<file path="config.mk">
export PLATFORM = sky130hd
export DESIGN_NAME = capture_ctrl
export DESIGN_NICKNAME = d
export VERILOG_FILES = /design/src/rtl/cap_pkg.sv /design/src/rtl/circ_addr_ctr.sv /design/src/rtl/capture_ctrl.sv
export SDC_FILE = /design/constraint.sdc
export NUM_CORES = 1
export LEC_CHECK = 0
export ABC_AREA = 1
export CORE_MARGIN = 2
export CORE_UTILIZATION = 45
export CTS_CLUSTER_DIAMETER = 30
export DETAILED_ROUTE_END_ITERATION = 16
export PLACE_DENSITY = 0.65
export RECOVER_POWER = 100
export SLEW_MARGIN = 20
export SYNTH_ARGS = -nofsm -noshare
export SYNTH_HDL_FRONTEND = slang
export SYNTH_SLANG_ARGS = --single-unit
</file>
<file path="constraint.sdc">
create_clock -name clk -period 2.8 [get_ports clk]
set_clock_uncertainty 0.1 [all_clocks]
set_input_delay 0.42 -clock clk [delete_from_list [all_inputs] [get_ports clk]]
set_output_delay 0.42 -clock clk [all_outputs]
set_load 0.02 [all_outputs]
</file>
<file path="src/rtl/cap_pkg.sv">
// Shared types for the logic-analyzer capture sequencer.
package cap_pkg;
  localparam int ADDR_W_DEF = 9;

  typedef enum logic [2:0] {IDLE, CAPTURE, POST, DONE, DUMP} state_e;
endpackage

</file>
<file path="src/rtl/circ_addr_ctr.sv">
// Wrapping RAM address counter; load has priority over increment.
module circ_addr_ctr #(
  parameter int ADDR_W = 9
) (
  input  logic              clk,
  input  logic              rst_n,
  input  logic              ld_i,
  input  logic [ADDR_W-1:0] ld_val_i,
  input  logic              inc_i,
  output logic [ADDR_W-1:0] cnt_o
);
  logic [ADDR_W-1:0] cnt_q;

  always_ff @(posedge clk or negedge rst_n) begin
    if (!rst_n)     cnt_q <= '0;
    else if (ld_i)  cnt_q <= ld_val_i;
    else if (inc_i) cnt_q <= cnt_q + 1'b1;
  end

  assign cnt_o = cnt_q;
endmodule

</file>
<file path="src/rtl/capture_ctrl.sv">
// Capture sequencer: pre-trigger fill, armed wait, post-trigger count,
// then oldest-first readout of the circular sample RAM.
module capture_ctrl
  import cap_pkg::*;
#(
  parameter int ADDR_W = ADDR_W_DEF
) (
  input  logic              clk,
  input  logic              rst_n,
  input  logic              run,
  input  logic              wrt_smpl,
  input  logic              triggered,
  input  logic [ADDR_W-1:0] trig_pos,
  input  logic              dump_go,
  input  logic              rd_ack,
  output logic              we,
  output logic [ADDR_W-1:0] waddr,
  output logic [ADDR_W-1:0] raddr,
  output logic              rd_vld,
  output logic              armed,
  output logic              set_capture_done,
  output logic              capture_done
);
  localparam logic [ADDR_W:0] DEPTH = {1'b1, {ADDR_W{1'b0}}};

  state_e            state_q;
  logic [ADDR_W:0]   smpl_cnt_q, post_cnt_q, rd_cnt_q;
  logic [ADDR_W-1:0] start_addr_q;
  logic              armed_q, rd_vld_q, scd_q, cd_q;

  logic [ADDR_W:0]   tp_ext, thr, smpl_nxt, post_nxt;
  logic              cap_wr, post_last, r_ld, r_inc;

  assign tp_ext   = {1'b0, trig_pos};
  // Evaluated at ADDR_W+1 bits so trig_pos==0 yields DEPTH, not zero.
  assign thr      = DEPTH - tp_ext;
  assign smpl_nxt = (smpl_cnt_q == DEPTH) ? DEPTH : smpl_cnt_q + 1'b1;
  assign post_nxt = post_cnt_q + 1'b1;

  // Abort (run=0) suppresses the write; POST stops writing once the count is met.
  assign cap_wr    = wrt_smpl && run &&
                     (state_q == CAPTURE || (state_q == POST && post_cnt_q != tp_ext));
  assign post_last = cap_wr && state_q == POST && post_nxt == tp_ext;
  assign r_ld      = state_q == DONE && run && dump_go;
  assign r_inc     = state_q == DUMP && run && rd_ack && rd_vld_q;

  circ_addr_ctr #(.ADDR_W(ADDR_W)) u_wctr (
    .clk(clk), .rst_n(rst_n), .ld_i(1'b0), .ld_val_i('0), .inc_i(cap_wr), .cnt_o(waddr)
  );

  circ_addr_ctr #(.ADDR_W(ADDR_W)) u_rctr (
    .clk(clk), .rst_n(rst_n), .ld_i(r_ld), .ld_val_i(start_addr_q), .inc_i(r_inc), .cnt_o(raddr)
  );

  always_ff @(posedge clk or negedge rst_n) begin
    if (!rst_n) begin
      state_q      <= IDLE;
      smpl_cnt_q   <= '0;
      post_cnt_q   <= '0;
      rd_cnt_q     <= '0;
      start_addr_q <= '0;
      armed_q      <= 1'b0;
      rd_vld_q     <= 1'b0;
      scd_q        <= 1'b0;
      cd_q         <= 1'b0;
    end else begin
      scd_q <= 1'b0;
      case (state_q)
        IDLE: if (run) begin
          state_q    <= CAPTURE;
          smpl_cnt_q <= '0;
        end
        CAPTURE: begin
          if (!run) begin
            state_q <= IDLE;
            armed_q <= 1'b0;
          end else begin
            if (cap_wr) begin
              smpl_cnt_q <= smpl_nxt;
              if (smpl_nxt >= thr) armed_q <= 1'b1;
            end
            if (armed_q && triggered) begin
              state_q    <= POST;
              post_cnt_q <= '0;
            end
          end
        end
        POST: begin
          if (!run) begin
            state_q <= IDLE;
            armed_q <= 1'b0;
          end else begin
            if (cap_wr) post_cnt_q <= post_nxt;
            if (post_last || post_cnt_q == tp_ext) begin
              state_q      <= DONE;
              scd_q        <= 1'b1;
              cd_q         <= 1'b1;
              armed_q      <= 1'b0;
              // waddr after this cycle's write points at the oldest sample
              start_addr_q <= waddr + ADDR_W'(cap_wr);
            end
          end
        end
        DONE: begin
          if (!run) begin
            state_q <= IDLE;
            cd_q    <= 1'b0;
          end else if (dump_go) begin
            state_q  <= DUMP;
            rd_vld_q <= 1'b1;
            rd_cnt_q <= '0;
          end
        end
        DUMP: begin
          if (!run) begin
            state_q  <= IDLE;
            rd_vld_q <= 1'b0;
            cd_q     <= 1'b0;
          end else if (r_inc) begin
            rd_cnt_q <= rd_cnt_q + 1'b1;
            if (rd_cnt_q + 1'b1 == DEPTH) begin
              state_q  <= IDLE;
              rd_vld_q <= 1'b0;
              cd_q     <= 1'b0;
            end
          end
        end
        default: state_q <= IDLE;
      endcase
    end
  end

  assign we               = cap_wr;
  assign armed            = armed_q;
  assign rd_vld           = rd_vld_q;
  assign set_capture_done = scd_q;
  assign capture_done     = cd_q;
endmodule
</file>
Word-level counts from Yosys, hierarchy flattened
Cells that the tools add are included.
Cells by class
  reduce and logical (&&, ||, !) cells: 27
  magnitude comparators: 1
  equal/unequal tests: 28
  muxes and demuxes: 47
  add/subtract/negate cells: 7
Operator list (number)
  $mux W10: 12
  $pmux W10 S2: 3
  $add A10 B1 Y10 const B: 3
  $mux W3: 10
  $eq A10 B10 Y1 const B: 2
  $eq A10 B9 Y1: 2
  $ne A2 B2 Y1 const B: 10
  $add A9 B1 Y9 const B: 2
  $mux W9: 2
  $mux W1: 16
  $pmux W3 S5: 1
  $reduce_and A5 Y1: 3
  $ne A3 B2 Y1 const B: 4
  $reduce_and A6 Y1: 2
  $logic_and A1 B1 Y1: 11
  $ge A10 B10 Y1: 1
  $ne A10 B9 Y1: 1
  $sub A10 B9 Y10 const A: 1
  $add A9 B1 Y9: 1
  $ne A3 B3 Y1 const B: 3
  $reduce_and A4 Y1: 2
  $reduce_bool A2 Y1: 4
  $eq A3 B2 Y1 const B: 2
  $ne A2 B1 Y1 const B: 2
  8 further kinds: 10
Storage, ports and cells
  bits in registers: 64
  output and inout bits: 23
  word-level logic and storage cells: 121
  input port bits: 16

Depth between registers and ports, before layout
  depth after elaboration: 10
  mapped depth: 18
  depth with buffers taken out: 18

Modules after synthesis
From an unflattened synthesis, not the netlist that was laid out.
Unflattened totals
  cells, all modules: 630
  area total of the unflattened synthesis: 4488.1 um^2
By module, submodules not included
  capture_ctrl: cells each 480, area each 3379.5 um^2, times used 1
  circ_addr_ctr: cells each 75, area each 554.3 um^2, times used 2

Worst setup path after synthesis
OpenSTA, ideal clock, no wires.
  path kind: register to register
  start: register state_q[0]
  end: register start_addr_q[8]
  path buffers: 0
  path slack: 0.289 ns
  arrival: 2.295 ns
  data required time: 2.584 ns
  cell stages (with the launch flop): 17
  setup time: 0.116 ns
  period minus slack after synthesis: 2.511 ns
  cell sequence: dfrtp_1 inv_2 nor3_2 inv_2 nor2_2 nand2_2 clkinv_4 nor2_4 inv_6 ha_1 ha_1 nand3_1 nor2_1 nand3_1 xor2_1 nand2_1 nand2_1
Between the ends
  longest elaborated chain between the ends: 8
  elaborated cells between the ends (all ways): 10
Ends and longest elaborated chain
  start: declaration: line capture_ctrl.sv:26  | state_e state_q;
  start signal: assignment: line capture_ctrl.sv:57  | state_q <= IDLE;
  start signal: assignment: line capture_ctrl.sv:70  | state_q <= CAPTURE;
  start signal: assignment: line capture_ctrl.sv:75  | state_q <= IDLE;
  $eq A3 B2 Y1: line capture_ctrl.sv:42  | (state_q == CAPTURE || (state_q == POST && post_cnt_q != tp_ext));
  $logic_and A1 B1 Y1: line capture_ctrl.sv:42
  $logic_or A1 B1 Y1 *: line capture_ctrl.sv:42
  $logic_and A1 B1 Y1 *: line capture_ctrl.sv:41  | assign cap_wr = wrt_smpl && run &&
  named net we: line capture_ctrl.sv:16  | output logic we,
  parallel branches: the longest is 4 deep, another holds $add A9 B1 Y9
  end signal: assignment: line capture_ctrl.sv:100  | start_addr_q <= waddr + ADDR_W'(cap_wr);
  end: declaration: line capture_ctrl.sv:28  | logic [ADDR_W-1:0] start_addr_q;
Mark *: on every way through the listed nets, which the timed path passes.
A chain may end at the register's enable or synchronous reset.

Worst setup path after layout
  start: register post_cnt_q[3]
  end: output port we
Between the ends
  longest elaborated chain between the ends: 4
Ends and longest elaborated chain
  start: declaration: line capture_ctrl.sv:27  | logic [ADDR_W:0] smpl_cnt_q, post_cnt_q, rd_cnt_q;
  start signal: assignment: line capture_ctrl.sv:93  | if (cap_wr) post_cnt_q <= post_nxt;
  $ne A10 B9 Y1: line capture_ctrl.sv:42
  $logic_and A1 B1 Y1: line capture_ctrl.sv:42
  $logic_or A1 B1 Y1: line capture_ctrl.sv:42
  $logic_and A1 B1 Y1: line capture_ctrl.sv:41
  end: declaration: line capture_ctrl.sv:16
Every way passes these cells.

==> Flow_metrics.wiki <==
{| class="wikitable"
! Metric !! Value
|-
| Proportion of register bits with asynchronous set or reset after synthesis || 100%
|-
| Register Area || 1600 um^2
|-
| Num ports || 39
|-
| Sinks on the clock net || 64
|-
| Post-detailed-routing wire length || 10700 um
|-
| Clock insertion delay at the later pin of the skew report || 350 ps
|-
| Via count of the first global-routing pass || 3927
|-
| Gr usage total || 21.3%
|-
| Syn_area_per_cell || 7.35 um^2
|-
| Post-synth design cell area || 4400 um^2
|-
| Hold_ws || 384 ps
|-
| Fraction of layout instances using a drive strength above 1 || 14.8%
|-
| CTS H-tree depth || 3
|-
| Remaining DRCs || 0
|-
| Period minus WS final || 2630 ps
|-
| Number of synthesized register bits || 64
|-
| Result of the run || finished, violations left
|-
| Leakage power figure || 2.72 nW
|-
| # rows || 36
|-
| WHS Path Cells || 2
|-
| Fmax || 380 MHz
|-
| Chip Width || 103 um
|-
| Number of enable flip-flop cells after synthesis || 0
|-
| Top area cells in the synthesized netlist || dfrtp_1 36%, nand2_1 14%, inv_1 6.1%
|-
| Peak supply drop || 0.411 mV
|-
| Synth-to-layout area growth || 23.9%
|-
| Final antenna diode count || 0
|-
| Number of max-capacitance violations reported || 1
|-
| Detail-routed via count per cell || 4.96
|-
| Leading post-synthesis cells by instance count || 168 x nand2_1, 72 x inv_1, 64 x dfrtp_1, 56 x nor2_1, 47 x nand3_1
|-
| Iteration-0 DRC count of the detailed router || 143
|-
| Count of mapped cells out of synthesis || 598
|-
| Type of the worst setup path || register to output port
|-
| Weighted congestion at the end of routability-driven global placement || 0.873
|-
| Clock-pin transition on the worst setup and hold timing paths || 80 ps
|-
| Category of the worst setup path launch point || register
|-
| Vertical die dimension || 103 um
|-
| First-pass GRT wire length || 17800 um
|-
| TritonRoute pass-1 iters || 4
|-
| Clock Tree Buf Depth || 2
|-
| Root Buffer Master || clkbuf_8
|-
| Post-route cell area || 5450 um^2
|-
| Total of buffers placed on input and output ports || 38
|-
| Hpwl dp || 7980 um
|-
| Share of the synthesized area in the top cell type || 36.4%
|-
| Via count || 4054
|-
| Worst min path class || register to register
|-
| Synth warnings || 0
|-
| Library cell occupying the most area in the post-synthesis netlist || dfrtp_1
|-
| Core footprint || 9640 um^2
|-
| Top fanout value on the critical path || 5
|-
| Required time of the critical path || 2280 ps
|-
| Main synth FF type || dfrtp_1
|-
| TritonCTS clock tree || built
|-
| Total CTS buffers || 9
|-
| Number of failing setup endpoints in the final timing report || 0
|-
| Combined area of the multi-input logic cells || 2430 um^2
|-
| Die area || 10600 um^2
|-
| CP Capture Type || output port
|-
| Number of antenna violations at the first check in global routing || 0
|-
| Sequential share of the synthesized area || 36.4%
|-
| Remaining max-slew budget at the tightest pin || -8.61%
|-
| Violations in the final reports || max-capacitance violations, max-slew violations
|-
| Largest net degree at the start of global routing || 65
|-
| Final antenna-violating net count || 0
|-
| Wirelength per Cell || 13.0 um
|-
| Slew at the pin closest to its max-slew limit || 1630 ps
|-
| Final worst path period share || 93.9%
|-
| FILL cells || 934
|-
| Dpl cell area || 5190 um^2
|-
| Critical path arrival || 2110 ps
|-
| R2r worst-path depth || 17
|-
| Number of nets in the synthesized netlist || 633
|-
| Hold violation total from the final report || 0
|-
| Finished Core Util || 56.5%
|-
| Starting density of the core || 45.6%
|-
| Power per cell area || 718 nW/um^2
|-
| Top-count cell post-synth || nand2_1
|-
| Remaining Overflow, GRT || 0
|-
| Max-slew violation count || 65
|-
| # nets final || 714
|-
| Count of distinct cell types in the synthesized netlist || 40
|}
registers in the layout (all words and copies together) (netlist names):
name	count
capture_done	1
state_q	3
start_addr_q	9
u_rctr.cnt_o	9
set_capture_done	1
smpl_cnt_q	10
rd_vld	1
armed	1
u_wctr.cnt_o	9
rd_cnt_q	10
post_cnt_q	10
power breakdown:
| group | total, mW | internal, mW | switching [mW] |
|---|---|---|---|
| combinational | 1.47 | 0.581 | 0.893 |
| sequential | 1.41 | 1.14 | 0.274 |
| clock | 1.02 | 0.621 | 0.401 |
worst paths after layout:
path	to	startpoint	slack, ps
min in group asynchronous	smpl_cnt_q[3]	rst_n	990
max in group asynchronous	u_rctr.cnt_o[7]	rst_n	620
min reg2reg	start_addr_q[1]	start_addr_q[1]	380
max	we	post_cnt_q[3]	170
max reg2reg	start_addr_q[8]	state_q[2]	210
min	start_addr_q[1]	start_addr_q[1]	380
critical path: stages (launching register included):
cell and delay [ps]:
dfrtp_1 450, inv_1 130, nand2_1 90, nand2_1 80
inv_1 40, nor2_1 80, nand3_1 80, nor2_1 140
buf_4 150, nor2_4 40, nor2_4 130, inv_6 50
dlygate4sd2_1 320
cell families (layout without fill, tap and decap cells):
kind of cell,count (synthesis),count (layout),synth area share (%)
xor gates and xnor gates,35,35,7.14
DFF,64,64,36.4
adders and majority gates,19,19,5.41
AOI/OAI and AO/OA,76,76,11.0
and+or+nand+nor,313,313,31.6
buffers and inverters,91,177,8.43
cells in the final DEF (no fill, tap or decap), types with 2 or more instances in the layout:
cell type | synthesis | layout
inv_1 | 72 | 73
nor2_4 | 5 | 6
o22ai_1 | 14 | 14
nor3_1 | 11 | 7
clkinv_4 | 1 | 2
nor2_2 | 7 | 5
or2_2 | 2 | 2
nor2_1 | 56 | 57
o21ai_0 | 27 | 29
nand3_1 | 47 | 45
dlygate4sd3_1 | 0 | 23
nand3_2 | 1 | 3
nand4_1 | 5 | 5
a21oi_1 | 14 | 14
nand2_1 | 168 | 172
o21ai_2 | 11 | 9
xor2_1 | 30 | 30
o221ai_1 | 3 | 3
clkbuf_1 | 3 | 3
dfrtp_1 | 64 | 64
bufinv_16 | 0 | 3
dlymetal6s2s_1 | 0 | 5
buf_4 | 0 | 30
inv_6 | 1 | 2
xnor2_1 | 4 | 4
nor3_2 | 1 | 5
o211ai_1 | 2 | 2
ha_1 | 19 | 18
clkbuf_8 | 0 | 10
nand2_2 | 6 | 3
inv_2 | 9 | 8
clkbuf_4 | 0 | 3
clkdlybuf4s50_1 | 0 | 9
stage by stage:
step | std cells | power (mW) | TNS (ps) | setup slack, ps
finish | 817 | 3.91 | 0 | 171
detailed placement | 800 | 2.97 | -978 | -224
global route | 817 | 4.21 | -41.8 | -41.8
CTS | 817 | 4.01 | 0 | 66.9
global placement | 800 | 2.94 | -639 | -147
floorplan | 598 | 2.41 | 0 | 289
timing repair:
| action | CTS | global route |
|---|---|---|
| setup buffers | 0 | 0 |
| gates resized for setup | 1 | 19 |
| endpoints found under the setup margin | 1 | 5 |
| hold endpoints to repair | 8 | 0 |
| gates cloned | 0 | 0 |
| hold buffers | 1 | 0 |
| pin swaps | 0 | 2 |
per-layer routing:
layer / wire (um) / GRT usage [%] / up-vias
met5: 0 / 0 / -
met1: 5010 / 28.0 / 1901
met3: 267 / 3.12 / 13
met2: 5240 / 36.2 / 53
met4: 145 / 6.78 / 0
li1: - / - / 2087
final cells by class:
cell class	instances	share of cell area (%)
tap	133	3.06
inverter	85	6.09
multi-input combinational	443	44.7
timing repair buffer	76	12.1
sequential	64	29.4
clock buffer	10	2.53
clock inverter	6	2.11
(Power assumes the default switching activity.)
